<file path="config.mk">
export PLATFORM = sky130hd
export DESIGN_NAME = pwm_capture
export DESIGN_NICKNAME = d
export VERILOG_FILES = /design/src/rtl/pwm_capture_pkg.sv /design/src/rtl/pwm_in_sync.sv /design/src/rtl/pwm_capture.sv
export SDC_FILE = /design/constraint.sdc
export NUM_CORES = 1
export LEC_CHECK = 0
export BUFFER_PORTS_ARGS = -buffer_cell sky130_fd_sc_hd__clkbuf_2
export CAP_MARGIN = 20
export CELL_PAD_IN_SITES_DETAIL_PLACEMENT = 1
export CELL_PAD_IN_SITES_GLOBAL_PLACEMENT = 1
export CORE_MARGIN = 5
export CORE_UTILIZATION = 40
export DETAILED_ROUTE_END_ITERATION = 12
export PLACE_DENSITY = 0.76
export REMOVE_ABC_BUFFERS = 1
export SYNTH_ARGS = -nofsm -noshare
export SYNTH_HDL_FRONTEND = slang
export SYNTH_HIERARCHICAL = 1
export SYNTH_SLANG_ARGS = --single-unit
</file>
<file path="constraint.sdc">
create_clock -name i_clk -period 2.7 [get_ports i_clk]
set_input_delay 0.54 -clock i_clk [delete_from_list [all_inputs] [get_ports i_clk]]
set_output_delay 0.54 -clock i_clk [all_outputs]
set_load 0.03 [all_outputs]
</file>
<file path="src/rtl/pwm_capture_pkg.sv">
// rtl/pwm_capture_pkg.sv - shared state encoding and width helper for the PWM capture block
package pwm_capture_pkg;

   // Capture FSM states
   typedef enum logic [1:0] {
      IDLE  = 2'd0,
      HIGH  = 2'd1,
      LOW   = 2'd2,
      STUCK = 2'd3
   } state_t;

   // Clock edges after reset release during which the input pipeline still holds
   // reset values; edges seen in that window are not real line transitions.
   localparam int SYNC_PRIME_LEN = 4;

   // Width needed to hold any count up to and including the timeout.
   function automatic int calc_cw(input int timeout_cycles);
      return $clog2(timeout_cycles + 1);
   endfunction

endpackage

</file>
<file path="src/rtl/pwm_in_sync.sv">
// rtl/pwm_in_sync.sv - PWM input synchroniser, optional glitch filter (PWM_CAPTURE_GLITCH_FILTER_EN), rise/fall pulses
module pwm_in_sync
   import pwm_capture_pkg::*;
#(
   parameter int FILTER_LEN = 3
) (
   input  logic i_clk,
   input  logic i_rst_n,
   input  logic i_pwm,
   output logic o_level,
   output logic o_rise,
   output logic o_fall
);

   logic       r_sync1;
   logic       r_sync2;
   logic       r_prev;
   logic       r_rise;
   logic       r_fall;
   logic [2:0] r_prime;
   logic       w_primed;
   logic       w_level;

   assign w_primed = (r_prime == 3'(SYNC_PRIME_LEN));

   // Two-flop synchroniser plus a short priming counter after reset release
   always_ff @(posedge i_clk or negedge i_rst_n) begin
      if (!i_rst_n) begin
         r_sync1 <= 1'b0;
         r_sync2 <= 1'b0;
         r_prime <= '0;
      end else begin
         r_sync1 <= i_pwm;
         r_sync2 <= r_sync1;
         if (!w_primed) begin
            r_prime <= r_prime + 3'd1;
         end
      end
   end

`ifdef PWM_CAPTURE_GLITCH_FILTER_EN
   localparam int FW = (FILTER_LEN < 2) ? 1 : $clog2(FILTER_LEN);

   logic          r_filt;
   logic [FW-1:0] r_fcnt;

   // Filtered level follows the synced line only after FILTER_LEN identical differing samples
   always_ff @(posedge i_clk or negedge i_rst_n) begin
      if (!i_rst_n) begin
         r_filt <= 1'b0;
         r_fcnt <= '0;
      end else if (!w_primed) begin
         r_filt <= r_sync2;
         r_fcnt <= '0;
      end else if (r_sync2 == r_filt) begin
         r_fcnt <= '0;
      end else if (r_fcnt == FW'(FILTER_LEN - 1)) begin
         r_filt <= r_sync2;
         r_fcnt <= '0;
      end else begin
         r_fcnt <= r_fcnt + 1'b1;
      end
   end

   assign w_level = r_filt;
`else
   assign w_level = r_sync2;
`endif

   // Registered edge pulses; a line already high at reset release is not reported as a rise
   always_ff @(posedge i_clk or negedge i_rst_n) begin
      if (!i_rst_n) begin
         r_prev <= 1'b0;
         r_rise <= 1'b0;
         r_fall <= 1'b0;
      end else begin
         r_prev <= w_level;
         r_rise <= w_primed & w_level & ~r_prev;
         r_fall <= w_primed & ~w_level & r_prev;
      end
   end

   assign o_level = w_level;
   assign o_rise  = r_rise;
   assign o_fall  = r_fall;

endmodule

</file>
<file path="src/rtl/pwm_capture.sv">
// rtl/pwm_capture.sv - PWM capture: high time, period, stuck-line and off-nominal period detection (PWM_CAPTURE_GLITCH_FILTER_EN adds an input glitch filter)
module pwm_capture
   import pwm_capture_pkg::*;
#(
   parameter int  PWM_INTERVAL   = 1000,
   parameter int  TIMEOUT_CYCLES = 2 * PWM_INTERVAL,
   parameter int  PERIOD_TOL     = 0,
   parameter int  FILTER_LEN     = 3,
   localparam int CW             = calc_cw(TIMEOUT_CYCLES)
) (
   input  logic          i_clk,
   input  logic          i_rst_n,
   input  logic          i_pwm_in,
   output logic [CW-1:0] o_duty_value,
   output logic [CW-1:0] o_period_value,
   output logic          o_valid,
   output logic          o_period_err,
   output logic          o_stuck_high,
   output logic          o_stuck_low
);

   localparam logic [CW-1:0] L_TIMEOUT  = CW'(TIMEOUT_CYCLES);
   localparam logic [CW-1:0] L_INTERVAL = CW'(PWM_INTERVAL);
   localparam logic [CW-1:0] L_TOL      = CW'(PERIOD_TOL);

   state_t        r_state;
   logic [CW-1:0] r_idle_cnt;
   logic [CW-1:0] r_hi_cnt;
   logic [CW-1:0] r_per_cnt;
   logic [CW-1:0] r_duty;
   logic [CW-1:0] r_period;
   logic          r_valid;
   logic          r_period_err;
   logic          r_stuck_high;
   logic          r_stuck_low;

   logic          w_level;
   logic          w_rise;
   logic          w_fall;
   logic [CW-1:0] w_diff;
   logic          w_per_err;

   pwm_in_sync #(
      .FILTER_LEN (FILTER_LEN)
   ) u_sync (
      .i_clk   (i_clk),
      .i_rst_n (i_rst_n),
      .i_pwm   (i_pwm_in),
      .o_level (w_level),
      .o_rise  (w_rise),
      .o_fall  (w_fall)
   );

   // Absolute deviation of the running period count from nominal
   always_comb begin
      w_diff    = (r_per_cnt >= L_INTERVAL) ? (r_per_cnt - L_INTERVAL) : (L_INTERVAL - r_per_cnt);
      w_per_err = (w_diff > L_TOL);
   end

   // Capture FSM: counts high/period cycles, publishes on rise, flags stuck lines on timeout
   always_ff @(posedge i_clk or negedge i_rst_n) begin
      if (!i_rst_n) begin
         r_state      <= IDLE;
         r_idle_cnt   <= '0;
         r_hi_cnt     <= '0;
         r_per_cnt    <= '0;
         r_duty       <= '0;
         r_period     <= '0;
         r_valid      <= 1'b0;
         r_period_err <= 1'b0;
         r_stuck_high <= 1'b0;
         r_stuck_low  <= 1'b0;
      end else begin
         r_valid <= 1'b0;
         case (r_state)
            IDLE: begin
               if (w_rise) begin
                  r_hi_cnt  <= CW'(1);
                  r_per_cnt <= CW'(1);
                  r_state   <= HIGH;
               end else if (r_idle_cnt == L_TIMEOUT) begin
                  r_stuck_high <= w_level;
                  r_stuck_low  <= ~w_level;
                  r_state      <= STUCK;
               end else begin
                  r_idle_cnt <= r_idle_cnt + 1'b1;
               end
            end
            HIGH: begin
               if (w_fall) begin
                  r_per_cnt <= r_per_cnt + 1'b1;
                  r_state   <= LOW;
               end else if (r_per_cnt == L_TIMEOUT) begin
                  r_duty       <= L_INTERVAL;
                  r_period     <= '0;
                  r_valid      <= 1'b1;
                  r_period_err <= 1'b1;
                  r_stuck_high <= 1'b1;
                  r_state      <= STUCK;
               end else begin
                  r_hi_cnt  <= r_hi_cnt + 1'b1;
                  r_per_cnt <= r_per_cnt + 1'b1;
               end
            end
            LOW: begin
               if (w_rise) begin
                  r_duty       <= r_hi_cnt;
                  r_period     <= r_per_cnt;
                  r_valid      <= 1'b1;
                  r_period_err <= w_per_err;
                  r_hi_cnt     <= CW'(1);
                  r_per_cnt    <= CW'(1);
                  r_state      <= HIGH;
               end else if (r_per_cnt == L_TIMEOUT) begin
                  r_duty       <= '0;
                  r_period     <= '0;
                  r_valid      <= 1'b1;
                  r_period_err <= 1'b1;
                  r_stuck_low  <= 1'b1;
                  r_state      <= STUCK;
               end else begin
                  r_per_cnt <= r_per_cnt + 1'b1;
               end
            end
            STUCK: begin
               if (w_rise) begin
                  r_stuck_high <= 1'b0;
                  r_stuck_low  <= 1'b0;
                  r_hi_cnt     <= CW'(1);
                  r_per_cnt    <= CW'(1);
                  r_state      <= HIGH;
               end
            end
            default: r_state <= IDLE;
         endcase
      end
   end

   assign o_duty_value   = r_duty;
   assign o_period_value = r_period;
   assign o_valid        = r_valid;
   assign o_period_err   = r_period_err;
   assign o_stuck_high   = r_stuck_high;
   assign o_stuck_low    = r_stuck_low;

endmodule

</file>
# Word level (Yosys, flattened, before mapping)
# Cells that the tools add are included.
[word_totals]
reg_bits = 69
output_inout_bits = 26
input_bits = 3
wordCells = 106
[op_classes]
reduce_logical = 13
mux = 43
add_sub_neg = 6
n_eq_ne = 18
n_lt_le_gt_ge = 2
bitwise = 8
[ops]
columns = ["op", "count"]
rows = [
  ["two-way mux 11 bit", 14],
  ["one-hot mux 11 bit (2 select lines)", 3],
  ["adder 11 x 1 -> 11 bit (second input constant)", 3],
  ["one-hot mux 11 bit (3 select lines)", 1],
  ["equality test 11 bit (second input constant)", 2],
  ["two-way mux 1 bit", 14],
  ["!= test 2 bit (second input constant)", 7],
  ["two-way mux 2 bit", 6],
  ["AND reduction 6 bit", 2],
  [">= comparator 11 x 10 -> 1 bit (second input constant)", 1],
  ["> comparator 11 x 1 -> 1 bit (second input constant)", 1],
  ["subtractor 10 x 11 -> 11 bit (first input constant)", 1],
  ["subtractor 11 x 10 -> 11 bit (second input constant)", 1],
  ["one-hot mux 2 bit (4 select lines)", 1],
  ["!= test 2 x 1 -> 1 bit (second input constant)", 3],
  ["!= test 3 x 2 -> 1 bit (second input constant)", 2],
  ["one-hot mux 1 bit (3 select lines)", 2],
  ["AND reduction 3 bit", 2],
  ["nonzero test 3 bit", 2],
  ["bitwise AND 1 bit", 4],
  ["equality test 2 bit (second input constant)", 2],
  ["inverter 1 bit", 4],
  ["one-hot mux 1 bit (2 select lines)", 2],
  ["AND reduction 2 bit", 2],
  ["8 further kinds", 8],
]

# Longest topological paths before layout
# Gate-level depths: netlist of the first run.
[depth]
word_depth = 5
depth_mapped = 9
ltp_nobuf = 8

# Hierarchy
# The synthesis of the first run kept the hierarchy.
[by_module_without_submodules]
columns = ["module", "area_each_um2", "instances", "cells_each"]
rows = [
  ["pwm_capture", 3449.6, 1, 362],
  ["pwm_in_sync", 292.8, 1, 20],
]

# Worst setup path after synthesis of the first run
# Ideal clock, no wire load.
[synth_timing]
kind = "register to register"
start = "reg r_per_cnt[0]"
end = "reg r_stuck_low, in the netlist o_stuck_low"
arrival_ns = 1.967
path_slack_ns = 0.605
t_required_ns = 2.572
synth_period_minus_slack_ns = 2.095
stages_incl_launch_ff = 9
setup_ns = 0.128
cell_sequence = "dfrtp_1 > inv_1 > ha_1 > nand2b_1 > buf_2 > nor4_4 > nand2_1 > a211oi_1 > mux2_1"
[synth_between]
elab_chain_cells = 3
[synth_lines]
columns = ["element", "line_no", "text"]
rows = [
  ["start: declaration", "pwm_capture.sv:29", "logic [CW-1:0] r_per_cnt;"],
  ["start signal: assignment", "pwm_capture.sv:91", "r_per_cnt <= r_per_cnt + 1'b1;"],
  ["start signal: assignment", "pwm_capture.sv:102", "r_per_cnt <= r_per_cnt + 1'b1;"],
  ["start signal: assignment", "pwm_capture.sv:122", "r_per_cnt <= r_per_cnt + 1'b1;"],
  ["equality test 11 bit", "pwm_capture.sv:114", "end else if (r_per_cnt == L_TIMEOUT) begin"],
  ["!= test 2 bit (no source line)", "--", ""],
  ["AND reduction 6 bit (no source line)", "--", ""],
  ["end signal: assignment", "pwm_capture.sv:83", "r_stuck_low <= ~w_level;"],
  ["end: declaration", "pwm_capture.sv:35", "logic r_stuck_low;"],
]
# No other way between the ends.
# A chain may end at the register's enable or synchronous reset.

# Worst setup path after layout of the first run
[layout_timing]
start = "reg r_per_cnt[0]"
end = "reg r_period[10], in the netlist o_period_value[10]"
[layout_between]
elab_chain_cells = 4
elab_cells_between_ends = 5
[layout_lines]
columns = ["element", "line_no", "text"]
rows = [
  ["equality test 11 bit (*)", "pwm_capture.sv:93, pwm_capture.sv:114", ""],
  ["two-way mux 11 bit (*)", "--", ""],
  ["two-way mux 11 bit (on tied branches)", "--", ""],
  ["one-hot mux 11 bit (2 select lines) (*)", "--", ""],
  ["end signal: assignment", "pwm_capture.sv:108", "r_period <= r_per_cnt;"],
  ["end: declaration", "pwm_capture.sv:31", "logic [CW-1:0] r_period;"],
]
# Mark *: on every way between the ends. The rest lies on a longest branch, timed or not. The select of a mux whose other input is x is not followed.

==> implementation parameters, run 1 <==
Parameter                              Value

Worst setup path
  Max Fanout on Critical Path    10
  Crit path launch type    flip-flop
  Minimum setup slack among reg-to-reg paths    260 ps
  Worst Path Class, Setup    flip-flop to flip-flop
  Kind of capture point of the worst setup path    flip-flop
  Count of cells along the worst register-to-register path    8
  Critical Path Sink    o_period_value[10]
  Launch point of the worst reg-to-reg path    r_per_cnt[0]
  Launching element of the worst setup path    r_per_cnt[0]
  R2R Path End    o_period_value[10]
  Worst Path Required    2940 ps
  Endpoint arrival time on the critical path    2680 ps

Floorplanning
  Area of the core    9200 um2
  DIE WIDTH    107 um
  Top-level port count    29
  Number of standard-cell rows in the floorplan    35
  Die height    107 um
  Floorplan die area    11400 um2
  Initial core utilization    0.407

Pwr
  Switching Share    0.440
  Reg power frac    0.394
  VDD IR max    543 uV
  Leakage    1.87 nW
  Part of the total power dissipated in the clock network    0.190
  Internal portion of total power    2.19 mW
  PD cells    932 nW/um2
  Psw    1.72 mW
  Proportion of power drawn by combinational gates    0.417

Placement
  Detailed placement HPWL    6730 um
  GPL Wtd Cong    0.897
  Cell area after placement    4030 um2
  Number of port buffers    28

CTS
  Post-CTS setup-driven buffer insertion count    0
  Register clock-pin slew on the reported worst setup and hold paths    80 ps
  Clock buffer depth    2
  Hold-fix buffers at CTS    0
  Number of buffers created by CTS    9
  H-tree levels    3
  Root buf cell    sky130_fd_sc_hd__clkbuf_8
  TritonCTS clock tree    yes
  Clock sink count    69
  Worst-skew pair later-pin latency    350 ps
  Quantity of gates resized following cts    0

Timing
  Setup_tns    0 ps
  Final setup viols    0
  Ratio of final minimum period to clock period    0.904
  Final number of max-transition violations    0
  Setup clock skew after layout    14.0 ps
  F_max    0.410 GHz
  RSZ-0062 raised after global routing    no
  Final hold violation count    0
  Time the final worst path needs with I/O delays and setup    2440 ps
  Slew at the pin closest to its max-slew limit    566 ps
  Max-slew headroom    0.621

Synth
  Register bit total from synthesis    69
  Number of enable-type register cells in the synthesized netlist    0
  Synth cell count leaders    sky130_fd_sc_hd__dfrtp_1 (69), sky130_fd_sc_hd__nand2_1 (32), sky130_fd_sc_hd__nor2_1 (29)
  Average instance area after synthesis    9.80 um2
  Most used DFF post-synth    sky130_fd_sc_hd__dfrtp_1
  Syn Inst Count    382
  FFs w/ async S/R, synth    1.00
  Total number of yosys warnings    6
  Synth area leader    sky130_fd_sc_hd__dfrtp_1
  Leading cell type by number of instances after synthesis    sky130_fd_sc_hd__dfrtp_1
  Most area-consuming cells after synthesis    sky130_fd_sc_hd__dfrtp_1 (46%), sky130_fd_sc_hd__ha_1 (5.7%), sky130_fd_sc_hd__a22o_1 (4.0%)
  Share of the yosys chip area belonging to registers    0.461
  Distinct cell type count after synthesis    60
  Share of the synthesized area in the top cell type    0.461
  Syn Std Cell Area    3740 um2

Cells and area
  Filler Cell Count    1096
  N_diodes    0
  Synth-to-layout area growth    12.0%
  Net count reported at finish    433
  Fraction of final layout cells sized beyond drive strength 1    0.163
  Cell area after layout    4190 um2

Drt
  WL/cell    17.6 um
  Vias after detailed routing    3021
  Routed wire length    9300 um
  Number of vias per cell after detailed routing    5.71
  Number of iterations in the first detailed-routing pass    4
  Initial detailed-routing violation count    87
  DRC viols    0
  Residual antenna-violating net count after detailed routing    0

Global route
  Total Routing Usage GR    0.175
  Initial antenna violation count    0
  Overflow left after global routing    0
  Maximum number of pins on one net before global-route repair    70
  Via count of the first global-routing pass    3307
  First-pass GRT wire length    16300 um

Status
  Run status    finished clean

Run
  Number of max-cap violations    0

Worst hold path
  Hold crit path type    primary input to asynchronous set/reset pin
-- final cells by class --
type                    count  area, um2  area share
well taps                 111        139      0.0331
repair buffers             39        235      0.0561
flip-flops and latches     69       1730       0.412
multi-input cells         281       1880       0.447
inverters                  13       48.8      0.0116
clock buffers              10        128      0.0304
clock inverters             6       40.0     0.00955
-- layout by cell type, fill, tap and decap left out, types with 3 or more instances in the layout --
master	Yosys	routed
sky130_fd_sc_hd__a211oi_1	4	4
sky130_fd_sc_hd__a21o_1	3	3
sky130_fd_sc_hd__a21oi_1	25	25
sky130_fd_sc_hd__a22o_1	17	17
sky130_fd_sc_hd__and2_1	3	3
sky130_fd_sc_hd__and3_1	11	11
sky130_fd_sc_hd__buf_4	3	10
sky130_fd_sc_hd__clkbuf_2	0	27
sky130_fd_sc_hd__clkbuf_8	0	9
sky130_fd_sc_hd__clkinv_2	0	3
sky130_fd_sc_hd__dfrtp_1	69	69
sky130_fd_sc_hd__ha_1	17	17
sky130_fd_sc_hd__inv_1	13	13
sky130_fd_sc_hd__nand2_1	32	32
sky130_fd_sc_hd__nand2b_1	6	6
sky130_fd_sc_hd__nand3_1	12	12
sky130_fd_sc_hd__nand4_1	6	6
sky130_fd_sc_hd__nor2_1	29	29
sky130_fd_sc_hd__nor2b_1	4	4
sky130_fd_sc_hd__nor3_1	8	8
sky130_fd_sc_hd__nor4_1	4	4
sky130_fd_sc_hd__o21a_1	3	3
sky130_fd_sc_hd__o21ai_0	28	28
sky130_fd_sc_hd__o22a_1	3	3
sky130_fd_sc_hd__o22ai_1	3	3
sky130_fd_sc_hd__or3_1	3	3
sky130_fd_sc_hd__xnor2_1	13	13
sky130_fd_sc_hd__xor2_1	6	6
-- sequential cells by signal, indices dropped and copies added (netlist names) --
register / cells
o_duty_value: 11
o_period_err: 1
o_period_value: 11
o_stuck_high: 1
o_stuck_low: 1
o_valid: 1
r_hi_cnt: 11
r_idle_cnt: 11
r_per_cnt: 11
r_state: 2
u_sync/o_fall: 1
u_sync/o_level: 1
u_sync/o_rise: 1
u_sync/r_prev: 1
u_sync/r_prime: 3
u_sync/r_sync1: 1
-- power by group through the flow --
stage | combinational, mW | sequential [mW] | clock [mW]
6_report | 1.63 | 1.54 | 0.741
5_1_grt | 1.82 | 1.59 | 0.806
4_1_cts | 1.64 | 1.54 | 0.762
3_5_place_dp | 1.63 | 1.55 | 0
3_3_place_gp | 1.58 | 1.54 | 0
2_1_floorplan | 0.930 | 1.71 | 0
-- metrics by stage --
stage | power (mW) | setup WS (ps) | hold slack [ps] | util | std cells
global route | 4.21 | 137 | 232 | 0.456 | 529
floorplan | 2.64 | 613 | 244 | - | 363
finish | 3.91 | 260 | 185 | 0.456 | 529
global placement | 3.12 | 407 | 336 | 0.438 | 513
CTS | 3.94 | 271 | 218 | 0.456 | 529
detailed placement | 3.19 | 278 | 346 | 0.438 | 513
-- worst max-delay path, stage by stage, from the launching register on --
cell,delay (ps)
sky130_fd_sc_hd__dfrtp_1,460
sky130_fd_sc_hd__inv_1,150
sky130_fd_sc_hd__ha_1,250
sky130_fd_sc_hd__nand2b_1,230
sky130_fd_sc_hd__or4_4,580
sky130_fd_sc_hd__a21oi_2,140
sky130_fd_sc_hd__nor2_1,110
sky130_fd_sc_hd__buf_4,200
sky130_fd_sc_hd__a22o_1,190
-- cell families (layout without fill, tap and decap cells) --
kind of cell | after synthesis | count (layout) | synth area share
adders and majority gates | 17 | 17 | 0.0568
AOI/OAI and AO/OA | 104 | 104 | 0.187
muxes | 6 | 6 | 0.0187
xor gates and xnor gates | 19 | 19 | 0.0445
and+or+nand+nor | 135 | 135 | 0.195
DFF | 69 | 69 | 0.461
buffers and inverters | 32 | 68 | 0.0374
-- metal layers --
metal  global-route usage  vias to the layer above  routed length (um)
li1                     -                     1434                   -
met1                0.219                     1520                4190
met2                0.297                       48                4620
met3               0.0397                       19                 305
met4               0.0639                        0                 193
met5                    0                        -                   0
-- worst min-delay path by stage --
| stage | from | to | slack (ps) | cells after the start |
|---|---|---|---|---|
| after CTS | i_rst_n | u_sync/r_prime[1] | 220 | 2 |
| after detailed placement | u_sync/r_sync1 | u_sync/o_level | 350 | 0 |
| after global placement | u_sync/r_sync1 | u_sync/o_level | 340 | 0 |
| after floorplan | i_rst_n | o_duty_value[0] | 240 | 0 |
| after global routing | i_rst_n | u_sync/r_prime[1] | 230 | 2 |
| final | i_rst_n | u_sync/r_prime[1] | 190 | 2 |
(Power assumes the default switching activity.)
==> run 2, diff against run 1 <==
--- a/config.mk
+++ b/config.mk
@@ -12,9 +12,9 @@
 export CORE_MARGIN = 5
 export CORE_UTILIZATION = 40
 export DETAILED_ROUTE_END_ITERATION = 12
-export PLACE_DENSITY = 0.76
+export GPL_TIMING_DRIVEN = 1
+export PLACE_DENSITY = 0.77
 export REMOVE_ABC_BUFFERS = 1
 export SYNTH_ARGS = -nofsm -noshare
 export SYNTH_HDL_FRONTEND = slang
-export SYNTH_HIERARCHICAL = 1
 export SYNTH_SLANG_ARGS = --single-unit
==> run 2 against run 1 <==
Final cell count decreased by 0.95%; sequential cell count unchanged; wire length down 10%; register-to-register slack better by 130 ps; non-clock buffer count is 6 lower; fmax grew 5.7%; total power fell by 6.2%; clock skew up 1.1 ps; hold slack better by 25 ps; sequential share of layout area increased by 0.66 points; global-route usage decreased by 1.4 points; largest cell class unchanged.
==> implementation parameters, run 2 <==
Parameter                              Value

Cells and area
  Non-filler cells in the finished layout    524 (-0.95%)
  Commonest non-fill, non-tap cell in the layout    sky130_fd_sc_hd__dfrtp_1
  Synth-to-layout area growth    11.0%
  Cell area after layout    4130 um2 (-1.6%)
  Filler Cell Count    1048 (-4.4%)
  Post-route core utilization    0.451 (-0.00506)
  Top library cells by usage in the layout, fill and taps aside    sky130_fd_sc_hd__dfrtp_1 (69), sky130_fd_sc_hd__nand2_1 (42), sky130_fd_sc_hd__o21ai_0 (29), sky130_fd_sc_hd__nor2_1 (27), sky130_fd_sc_hd__clkbuf_2 (27)
  Net count reported at finish    429 (-0.92%)
  Fraction of final layout cells sized beyond drive strength 1    0.157 (-0.00529)
  N_diodes    0 (unchanged)

Floorplanning
  Die height    106 um (-0.30%)
  Initial core utilization    0.406 (-0.000787)
  Number of standard-cell rows in the floorplan    35 (unchanged)
  Area of the core    9150 um2 (-0.48%)
  DIE WIDTH    106 um (-0.30%)
  Floorplan die area    11300 um2 (-0.61%)
  Top-level port count    29 (unchanged)

Placement
  Number of port buffers    28 (unchanged)
  Detailed placement HPWL    6250 um (-7.1%)
  GPL Wtd Cong    0.866 (-3.5%)
  Number of cells in the design after placement    508 (-0.97%)
  Cell area after placement    3950 um2 (-1.8%)

Drt
  DRC viols    0 (unchanged)
  Total length of routed met2 wires    4150 um (-10%)
  Number of vias per cell after detailed routing    5.48 (-4.0%)
  Number of iterations in the first detailed-routing pass    4 (unchanged)
  Initial detailed-routing violation count    107 (+23%)
  Residual antenna-violating net count after detailed routing    0 (unchanged)
  Routed wire length    8350 um (-10%)
  Vias after detailed routing    2874 (-4.9%)
  WL/cell    15.9 um (-9.4%)
  Top metal layer carrying routed signals    met4
  Total met3 wirelength after detailed routing    240 um (-21%)
  Met1 Wirelength    3870 um (-7.8%)

Worst hold path
  Hold crit path type    primary input to asynchronous set/reset pin

CTS
  Clock buffer depth    2 (unchanged)
  Number of buffers created by CTS    9 (unchanged)
  Quantity of gates resized following cts    0 (unchanged)
  Hold-fix buffers at CTS    0 (unchanged)
  TritonCTS clock tree    yes
  Register clock-pin slew on the reported worst setup and hold paths    90 ps (about the same)
  H-tree levels    3 (unchanged)
  Root buf cell    sky130_fd_sc_hd__clkbuf_8
  Clock sink count    69 (unchanged)
  Post-CTS setup-driven buffer insertion count    0 (unchanged)
  Worst-skew pair later-pin latency    350 ps (about the same)

Synth
  Most area-consuming cells after synthesis    sky130_fd_sc_hd__dfrtp_1 (46%), sky130_fd_sc_hd__ha_1 (6.1%), sky130_fd_sc_hd__nand2_1 (4.2%)
  Register bit total from synthesis    69 (unchanged)
  Average instance area after synthesis    9.76 um2 (-0.41%)
  Synth cell count leaders    sky130_fd_sc_hd__dfrtp_1 (69), sky130_fd_sc_hd__nand2_1 (42), sky130_fd_sc_hd__o21ai_0 (29)
  Leading cell type by number of instances after synthesis    sky130_fd_sc_hd__dfrtp_1
  Post-synthesis mux area share    0.00841 (-0.0103)
  Adder and majority cell fraction of the synthesized area    0.0606 (+0.00375)
  Largest family of logic cells by synthesized area    simple AND/OR/NAND/NOR gates
  Most used DFF post-synth    sky130_fd_sc_hd__dfrtp_1
  Area share of xor/xnor cells in the synthesized design    0.0542 (+0.00972)
  Syn Inst Count    381 (-0.26%)
  Area fraction in compound gates after synthesis    0.176 (-0.0105)
  Share of the yosys chip area belonging to registers    0.464 (+0.00311)
  Number of enable-type register cells in the synthesized netlist    0 (unchanged)
  Distinct cell type count after synthesis    62 (+3.3%)
  Share of synthesized cell area in and, or, nand and nor gates    0.190 (-0.00475)
  Share of the synthesized area in the top cell type    0.464 (+0.00311)
  Synth area leader    sky130_fd_sc_hd__dfrtp_1
  FFs w/ async S/R, synth    1.00 (unchanged)
  Total number of yosys warnings    0 (-6)
  Syn Std Cell Area    3720 um2 (-0.67%)

Timing
  Slew at the pin closest to its max-slew limit    667 ps (+101 ps)
  Final number of max-transition violations    0 (unchanged)
  RSZ-0062 raised after global routing    no
  Time the final worst path needs with I/O delays and setup    2310 ps (-131 ps)
  Final setup viols    0 (unchanged)
  Max-slew headroom    0.555 (-0.0657)
  Ratio of final minimum period to clock period    0.855 (-0.0485)
  Worst hold-check slack    210 ps (+24.9 ps)
  Setup clock skew after layout    15.1 ps (+1.08 ps)
  Final hold violation count    0 (unchanged)
  Setup_tns    0 ps (unchanged)
  F_max    0.433 GHz (+5.7%)

Pwr
  VDD IR max    305 uV (-44%)
  Leakage    1.87 nW (-0.13%)
  PD cells    887 nW/um2 (-4.7%)

Global route
  Total Routing Usage GR    0.162 (-0.0136)
  Initial antenna violation count    0 (unchanged)
  Overflow left after global routing    0 (unchanged)
  Via count of the first global-routing pass    3020 (-8.7%)
  First-pass GRT wire length    14900 um (-8.5%)
  Maximum number of pins on one net before global-route repair    43 (-39%)

Worst setup path
  Crit path launch type    flip-flop
  Worst Path Class, Setup    flip-flop to flip-flop
  Worst Path Required    2910 ps (-30 ps)
  Kind of capture point of the worst setup path    flip-flop
  R2R Path End    o_duty_value[10]
  Endpoint arrival time on the critical path    2520 ps (-160 ps)
  Launching element of the worst setup path    r_state[0]
  Max Fanout on Critical Path    18 (+8)
  Minimum setup slack among reg-to-reg paths    390 ps (+130 ps)
  Launch point of the worst reg-to-reg path    r_state[0]
  Count of cells along the worst register-to-register path    7 (-1)

Run
  Number of max-cap violations    0 (unchanged)

Status
  Run status    finished clean
-- run 2: cell count changes after synthesis, moves of 3 or more --
cell | previous run | this run
sky130_fd_sc_hd__a22o_1 | 17 | 11
sky130_fd_sc_hd__and3_1 | 11 | 7
sky130_fd_sc_hd__a21oi_1 | 25 | 21
sky130_fd_sc_hd__xnor2_1 | 13 | 16
sky130_fd_sc_hd__nand2_1 | 32 | 42
sky130_fd_sc_hd__a211oi_1 | 4 | 0
sky130_fd_sc_hd__inv_1 | 13 | 21
sky130_fd_sc_hd__clkbuf_1 | 9 | 5
sky130_fd_sc_hd__o31ai_1 | 1 | 7
sky130_fd_sc_hd__nor4_1 | 4 | 1
-- run 2: critical path: stages (launching register included) --
cell and delay [ps]:
sky130_fd_sc_hd__dfrtp_1 420, sky130_fd_sc_hd__inv_1 140, sky130_fd_sc_hd__ha_1 340, sky130_fd_sc_hd__a21oi_1 540, sky130_fd_sc_hd__o21bai_4 280, sky130_fd_sc_hd__o21ai_2 240
sky130_fd_sc_hd__nand2_1 120, sky130_fd_sc_hd__o21ai_0 80
-- run 2: per-stage QoR --
stage	power (mW)	worst slack, ps
6_report	3.66	391
5_1_grt	3.95	142
4_1_cts	3.71	381
3_5_place_dp	2.93	388
3_3_place_gp	2.87	477
2_1_floorplan	2.48	515
-- run 2: layout make-up --
class | count | area [um2] | share of cell area
clock buffer | 9 | 124 | 0.0300
clock inverter | 7 | 50.0 | 0.0121
inverter | 21 | 78.8 | 0.0191
multi-input combinational | 274 | 1820 | 0.441
sequential | 69 | 1730 | 0.418
tap | 111 | 139 | 0.0337
timing repair buffer | 33 | 190 | 0.0461
-- run 2: per-layer routing --
layer / vias up / track usage
li1: 1388 / -
met1: 1445 / 0.201
met2: 33 / 0.281
met3: 8 / 0.0352
met4: 0 / 0.0472
met5: - / 0
-- run 2: cell families after synthesis --
| family | Yosys count |
|---|---|
| AO/OA/AOI/OAI | 95 |
| XOR/XNOR | 23 |
| adder cells (fa/ha/maj) | 18 |
| buffers and inverters | 38 |
| flip-flops | 69 |
| multiplexers | 3 |
| AND/OR/NAND/NOR | 135 |
-- run 2: how the worst max path moves through the flow --
stage                       end  slack, ps
4_1_cts        o_duty_value[10]        380
6_report       o_duty_value[10]        390
5_1_grt         o_duty_value[2]        140
3_3_place_gp       o_period_err        480
3_5_place_dp   o_duty_value[10]        390
2_1_floorplan      o_period_err        510
-- run 2: where the power goes --
group / internal, mW / leakage, nW / total, mW / switching (mW)
registers: 1.24 / 0.899 / 1.43 / 0.194
logic: 0.518 / 0.889 / 1.48 / 0.958
clock network: 0.334 / 0.0816 / 0.756 / 0.422
total: 2.09 / 1.87 / 3.66 / 1.57
